### src/rtl/sys_arr_pkg.sv
// Shared types and defaults for the systolic-array job controller.
// SYS_ARR_TIMEOUT_EN enables the RUN-state watchdog in sys_arr_sched.
package sys_arr_pkg;

  typedef enum logic [1:0] {
    ST_IDLE     = 2'd0,
    ST_RST_HOLD = 2'd1,
    ST_RST_REL  = 2'd2,
    ST_RUN      = 2'd3
  } state_e;

  localparam int DEF_N       = 4;
  localparam int DEF_DW      = 32;
  localparam int DEF_RST_CYC = 2;
  localparam int DEF_TIMEOUT = 1024;

  // Hold counter only has to reach RST_CYC-1.
  function automatic int rst_cnt_w(input int cyc);
    return (cyc <= 2) ? 1 : $clog2(cyc);
  endfunction

endpackage

### src/rtl/sys_arr_op_bank.sv
// N x DW operand register file with per-lane valid mask and all-valid flag.
module sys_arr_op_bank #(
  parameter int N  = 4,
  parameter int DW = 32,
  parameter int AW = $clog2(N)
) (
  input  logic          clk,
  input  logic          g_rst_n,
  input  logic          we,
  input  logic [AW-1:0] addr,
  input  logic [DW-1:0] wdata,
  input  logic          freeze,
  input  logic          clr,
  output logic [N*DW-1:0] data_flat,
  output logic          all_vld
);

  localparam logic [AW:0] LANES = (AW+1)'(N);

  logic [N-1:0][DW-1:0] mem_q, mem_d;
  logic [N-1:0]         mask_q, mask_d;
  logic                 wr_en;

  // Out-of-range lanes are dropped; freeze keeps operands stable during a job.
  assign wr_en = we && !freeze && ({1'b0, addr} < LANES);

  always_comb begin
    mem_d  = mem_q;
    mask_d = clr ? '0 : mask_q;
    if (wr_en) begin
      mem_d[addr]  = wdata;
      mask_d[addr] = 1'b1;
    end
  end

  always_ff @(posedge clk or negedge g_rst_n) begin
    if (!g_rst_n) begin
      mem_q  <= '0;
      mask_q <= '0;
    end else begin
      mem_q  <= mem_d;
      mask_q <= mask_d;
    end
  end

  assign data_flat = mem_q;
  assign all_vld   = &mask_q;

endmodule

### src/rtl/sys_arr_sched.sv
// Job controller for an N-lane systolic-array worker: operand banks, reset/enable
// sequencing and completion tracking. SYS_ARR_TIMEOUT_EN adds a RUN watchdog.
module sys_arr_sched
  import sys_arr_pkg::*;
#(
  parameter int N       = DEF_N,
  parameter int DW      = DEF_DW,
  parameter int AW      = $clog2(N),
  parameter int RST_CYC = DEF_RST_CYC,
  parameter int CNT_W   = 8,
  parameter int TIMEOUT = DEF_TIMEOUT
) (
  input  logic            clk,
  input  logic            g_rst_n,
  input  logic            start,
  input  logic [AW-1:0]   x_addr,
  input  logic            x_valid,
  input  logic [DW-1:0]   x_data,
  input  logic [AW-1:0]   y_addr,
  input  logic            y_valid,
  input  logic [DW-1:0]   y_data,
  output logic            ops_ready,
  output logic            busy,
  output logic            done,
  output logic            start_rej,
  output logic            err,
  output logic [CNT_W-1:0] job_cnt,
  output logic            wk_rst,
  output logic [N*DW-1:0] wk_a,
  output logic [N*DW-1:0] wk_b,
  input  logic            wk_done
);

  localparam int RCW = rst_cnt_w(RST_CYC);

  state_e           state_q, state_d;
  logic [RCW-1:0]   rcnt_q, rcnt_d;
  logic             busy_q, busy_d, done_q, done_d, rej_q, rej_d, wk_rst_q, wk_rst_d;
  logic [CNT_W-1:0] job_cnt_q, job_cnt_d;
  logic             x_all, y_all, frz, mask_clr;

`ifdef SYS_ARR_TIMEOUT_EN
  localparam int TCW = $clog2(TIMEOUT + 1);
  logic [TCW-1:0] tcnt_q, tcnt_d;
  logic           err_q, err_d;
`endif

  assign frz       = (state_q != ST_IDLE);
  assign mask_clr  = (state_q == ST_RUN) && wk_done;
  assign ops_ready = x_all & y_all;

  sys_arr_op_bank #(.N(N), .DW(DW), .AW(AW)) u_xbank (
    .clk(clk), .g_rst_n(g_rst_n), .we(x_valid), .addr(x_addr), .wdata(x_data),
    .freeze(frz), .clr(mask_clr), .data_flat(wk_a), .all_vld(x_all)
  );

  sys_arr_op_bank #(.N(N), .DW(DW), .AW(AW)) u_ybank (
    .clk(clk), .g_rst_n(g_rst_n), .we(y_valid), .addr(y_addr), .wdata(y_data),
    .freeze(frz), .clr(mask_clr), .data_flat(wk_b), .all_vld(y_all)
  );

  always_comb begin
    state_d   = state_q;
    rcnt_d    = rcnt_q;
    busy_d    = busy_q;
    done_d    = 1'b0;
    rej_d     = 1'b0;
    wk_rst_d  = wk_rst_q;
    job_cnt_d = job_cnt_q;
`ifdef SYS_ARR_TIMEOUT_EN
    tcnt_d    = tcnt_q;
    err_d     = err_q;
`endif
    case (state_q)
      ST_IDLE: begin
        // Also terminates the one-cycle worker reset pulse after a timeout.
        wk_rst_d = 1'b0;
        if (start && ops_ready) begin
          state_d  = ST_RST_HOLD;
          wk_rst_d = 1'b1;
          rcnt_d   = '0;
`ifdef SYS_ARR_TIMEOUT_EN
          err_d    = 1'b0;
`endif
        end else if (start) begin
          rej_d = 1'b1;
        end
      end
      ST_RST_HOLD: begin
        if (rcnt_q == RCW'(RST_CYC - 1)) begin
          state_d  = ST_RST_REL;
          wk_rst_d = 1'b0;
        end else begin
          rcnt_d = rcnt_q + 1'b1;
        end
      end
      ST_RST_REL: begin
        state_d = ST_RUN;
        busy_d  = 1'b1;
`ifdef SYS_ARR_TIMEOUT_EN
        tcnt_d  = '0;
`endif
      end
      ST_RUN: begin
        if (wk_done) begin
          state_d   = ST_IDLE;
          busy_d    = 1'b0;
          done_d    = 1'b1;
          job_cnt_d = job_cnt_q + 1'b1;
        end
`ifdef SYS_ARR_TIMEOUT_EN
        else if (tcnt_q == TCW'(TIMEOUT - 1)) begin
          state_d  = ST_IDLE;
          busy_d   = 1'b0;
          err_d    = 1'b1;
          wk_rst_d = 1'b1;
        end else begin
          tcnt_d = tcnt_q + 1'b1;
        end
`endif
      end
      default: state_d = ST_IDLE;
    endcase
  end

  always_ff @(posedge clk or negedge g_rst_n) begin
    if (!g_rst_n) begin
      state_q   <= ST_IDLE;
      rcnt_q    <= '0;
      busy_q    <= 1'b0;
      done_q    <= 1'b0;
      rej_q     <= 1'b0;
      wk_rst_q  <= 1'b0;
      job_cnt_q <= '0;
`ifdef SYS_ARR_TIMEOUT_EN
      tcnt_q    <= '0;
      err_q     <= 1'b0;
`endif
    end else begin
      state_q   <= state_d;
      rcnt_q    <= rcnt_d;
      busy_q    <= busy_d;
      done_q    <= done_d;
      rej_q     <= rej_d;
      wk_rst_q  <= wk_rst_d;
      job_cnt_q <= job_cnt_d;
`ifdef SYS_ARR_TIMEOUT_EN
      tcnt_q    <= tcnt_d;
      err_q     <= err_d;
`endif
    end
  end

  assign busy      = busy_q;
  assign done      = done_q;
  assign start_rej = rej_q;
  assign wk_rst    = wk_rst_q;
  assign job_cnt   = job_cnt_q;
`ifdef SYS_ARR_TIMEOUT_EN
  assign err       = err_q;
`else
  assign err       = 1'b0;
`endif

endmodule

### config.mk
export PLATFORM = sky130hd
export DESIGN_NAME = sys_arr_sched
export DESIGN_NICKNAME = d
export VERILOG_FILES = /design/src/rtl/sys_arr_pkg.sv /design/src/rtl/sys_arr_op_bank.sv /design/src/rtl/sys_arr_sched.sv
export SDC_FILE = /design/constraint.sdc
export NUM_CORES = 1
export LEC_CHECK = 0
export ABC_AREA = 1
export CELL_PAD_IN_SITES_DETAIL_PLACEMENT = 0
export CELL_PAD_IN_SITES_GLOBAL_PLACEMENT = 1
export CORE_AREA = 3 3 198 200
export CTS_CLUSTER_DIAMETER = 40
export DETAILED_ROUTE_END_ITERATION = 6
export DIE_AREA = 0 0 201 203
export GPL_TIMING_DRIVEN = 0
export HOLD_SLACK_MARGIN = 0.05
export PLACE_DENSITY = 0.67
export SYNTH_ARGS = -nofsm -noshare
export SYNTH_HDL_FRONTEND = slang
export SYNTH_SLANG_ARGS = --single-unit
### constraint.sdc
create_clock -name clk -period 1.4 [get_ports clk]
set_input_delay 0.28 -clock clk [delete_from_list [all_inputs] [get_ports clk]]
set_output_delay 0.28 -clock clk [all_outputs]
set_load 0.05 [all_outputs]
==> load_flow_metrics.sql <==
INSERT INTO impl_metrics (metric_group, metric, value, unit) VALUES
('final_layout', 'final_core_utilization', '59.2', '%'),
('sta', 'relSlewSlack', '41.7', '%'),
('critical_path', 'setup.worst_path.start_class', 'flop', ''),
('global_routing', 'first_pass_grt_wire_length', '58900', 'um'),
('cts', 'root_buffer', 'sky130_fd_sc_hd__clkbuf_16', ''),
('placement', 'post_dp_cell_area', '15300', 'sq um'),
('global_routing', 'maximum_number_of_pins_on_one_net_before_global_route_repair', '110', ''),
('placement', 'io_buffer_count', '342', ''),
('critical_path', 'required', '1.12', 'ns'),
('placement', 'post_place_setup_slack', '-0.543', 'ns'),
('final_layout', 'final_cell_count_no_fill', '2230', ''),
('global_routing', 'first_global_vias', '9370', ''),
('synth', 'register_bit_total_from_synthesis', '279', ''),
('synth', 'syn_area', '11200', 'sq um'),
('global_routing', 'grt.total_usage', '18.8', '%'),
('placement', 'placed_cells', '1873', ''),
('global_routing', 'antenna_found_initial', '1', ''),
('run_status', 'violations', 'negative hold slack, negative setup slack', ''),
('final_layout', 'layout.cells.most_common_list', 'sky130_fd_sc_hd__buf_6, sky130_fd_sc_hd__dfrtp_1, sky130_fd_sc_hd__o21ai_2, sky130_fd_sc_hd__buf_4, sky130_fd_sc_hd__nand2_4', ''),
('final_layout', 'fin_nets', '1758', ''),
('final_layout', 'final_cell_area', '22200', 'sq um'),
('power', 'total_leakage_power', '10.8', 'nW'),
('final_layout', 'sequential_cell_area', '6990', 'sq um'),
('final_layout', 'mostFrequentLayoutCell', 'sky130_fd_sc_hd__buf_6', ''),
('synth', 'synthesis.instances', '1018', ''),
('power', 'pwr_density_cell', '2840', 'nW/um^2'),
('die', 'ios', '344', ''),
('synth', 'synth-seq-area-share', '62.4', '%'),
('sta', 'finalWorstPathRequiredPeriod', '1.87', 'ns'),
('power', 'total_power', '63.2', 'mW'),
('die', 'core_area', '37600', 'sq um'),
('die', 'die-area', '40800', 'sq um'),
('critical_path', 'worst-endpoint-arrival', '1.59', 'ns'),
('sta', 'post-route-period-util', '133', '%'),
('critical_path', 'slowest_stage', 'sky130_fd_sc_hd__dfrtp_1', ''),
('placement', 'gp_congestion', '0.792', ''),
('critical_path', 'cp_endpoint_kind', 'primary output', ''),
('sta', 'final.setup_skew', '0.0132', 'ns'),
('critical_path', 'critPathTopFamily', 'simple AND/OR/NAND/NOR gates', ''),
('die', 'die_width', '201', 'um'),
('synth', 'syn_nets', '1098', ''),
('power', 'peakVddDrop', '0.00140', 'V'),
('cts', 'clkTransAtPathRegs', '0.05', 'ns'),
('final_layout', 'multi_input_area', '4940', 'sq um'),
('synth', 'average_instance_area_after_synthesis', '11.0', 'sq um'),
('critical_path', 'timing.critical_path.slowest_cell_delay', '0.36', 'ns'),
('sta', 'holdWs', '-0.217', 'ns'),
('critical_path', 'worst-path-buf-inv', '1', ''),
('sta', 'max_freq', '536', 'MHz'),
('sta', 'finalWorstSetupSlack', '-0.466', 'ns'),
('sta', 'rsz0062_at_grt', 'true', ''),
('routing', 'drt_pre_antenna_iters', '4', ''),
('routing', 'vias_per_cell', '4.50', ''),
('critical_path', 'worstPathCellList', 'nand2_2 -> nor4_4 -> buf_6', ''),
('critical_path', 'crit_path_max_fanout', '2', ''),
('routing', 'postRouteAntennaNets', '0', ''),
('run_status', 'status', 'finished with violations', ''),
('sta', 'finalMaxSlewViolations', '0', ''),
('cts', 'cts_tree', 'built', ''),
('cts', 'clock_sink_count', '279', ''),
('critical_path', 'r2r_setup_slack', '-0.28', 'ns'),
('sta', 'setup_viol', '370', ''),
('cts', 'clockBufferDepth', '3', ''),
('die', 'placement_rows', '71', ''),
('routing', 'vias', '10000', ''),
('flow_run', 'maxCapViolations', '0', ''),
('final_layout', 'area_delta_synth_final', '98.9', '%'),
('critical_path', 'worst-setup-path-type', 'reg2out', ''),
('sta', 'finalHoldViolCount', '106', ''),
('routing', 'detail_route.iter0.violations', '391', ''),
('sta', 'tns', '-47.60', 'ns');
-- worst paths after layout --
check / startpoint / end / cells past startpoint
max: u_ybank.mask_q[3] / ops_ready / 3
min: g_rst_n / u_ybank.data_flat[69] / 1
max reg2reg: state_q[0] / u_ybank.data_flat[16] / 11
min reg2reg: u_xbank.mask_q[1] / u_xbank.mask_q[1] / 2
max in group asynchronous: g_rst_n / u_xbank.data_flat[39] / 2
min in group clk: start / start_rej / 3
-- sequential cells by signal (all words and copies together) (netlist names) --
name / cells
u_ybank.data_flat: 128
rcnt_q: 1
done: 1
job_cnt: 8
u_xbank.data_flat: 128
wk_rst: 1
u_xbank.mask_q: 4
start_rej: 1
u_ybank.mask_q: 4
state_q: 2
busy: 1
-- area by class of cell --
| cell class | instances | share of cell area, % |
|---|---|---|
| diodes | 1 | 0.0113 |
| plain buffers | 54 | 4.11 |
| clock buffers | 66 | 6.49 |
| clock inverters | 26 | 1.42 |
| inverters | 77 | 1.37 |
| multi-input cells | 604 | 22.2 |
| flip-flops and latches | 279 | 31.4 |
| well taps | 511 | 2.87 |
| repair buffers | 612 | 30.1 |
-- synthesized netlist by cell type --
master	count	area [sq um]
sky130_fd_sc_hd__a21oi_1	1	5.00
sky130_fd_sc_hd__buf_4	1	7.51
sky130_fd_sc_hd__buf_6	48	541
sky130_fd_sc_hd__clkbuf_1	9	33.8
sky130_fd_sc_hd__conb_1	1	3.75
sky130_fd_sc_hd__dfrtp_1	279	6980
sky130_fd_sc_hd__ha_1	6	75.1
sky130_fd_sc_hd__inv_1	75	282
sky130_fd_sc_hd__inv_2	2	7.51
sky130_fd_sc_hd__nand2_1	306	1150
sky130_fd_sc_hd__nand3_1	4	20.0
sky130_fd_sc_hd__nand3_2	4	40.0
sky130_fd_sc_hd__nand3b_1	3	22.5
sky130_fd_sc_hd__nand4_1	1	6.26
sky130_fd_sc_hd__nor2_1	12	45.0
sky130_fd_sc_hd__nor4_1	1	6.26
sky130_fd_sc_hd__o21ai_0	53	265
sky130_fd_sc_hd__o21ai_1	43	215
sky130_fd_sc_hd__o21ai_2	163	1430
sky130_fd_sc_hd__or2_2	1	6.26
sky130_fd_sc_hd__xnor2_1	2	17.5
sky130_fd_sc_hd__xor2_1	3	26.3
-- cell families (layout without fill, tap and decap cells) --
kind of cell | count (synthesis) | after routing | synth area share [%]
other | 1 | 2 | 0.0335
adder cells (fa/ha/maj) | 6 | 6 | 0.671
buffers and inverters | 135 | 835 | 7.79
AND/OR/NAND/NOR | 332 | 332 | 11.6
XOR/XNOR | 5 | 5 | 0.392
AO/OA/AOI/OAI | 260 | 260 | 17.1
flip-flops | 279 | 279 | 62.4
-- report_power, final --
part	total (mW)	leakage [nW]	internal (mW)	switching, mW
clock network	12.5	0.863	8.18	4.29
registers	14.9	3.47	11.8	3.18
logic	35.8	6.45	15.0	20.9
-- repair_timing --
item,in CTS,in global routing
cloned,9,26
pin swaps,4,17
setup endpoints to repair,537,535
resized for setup,2013,545
endpoints found under the hold margin,106,106
buffers inserted,93,146
-- per-layer routing --
metal  vias to the layer above  global-route usage [%]  part of all wire, %
li1                       4672                       -                    -
met4                         0                    7.93                  3.8
met3                        85                    3.82                  4.5
met5                         -                       0                    0
met1                      5000                    24.9                   43
met2                       270                    30.2                   49
No activity file was read; power rests on OpenSTA's default activity.
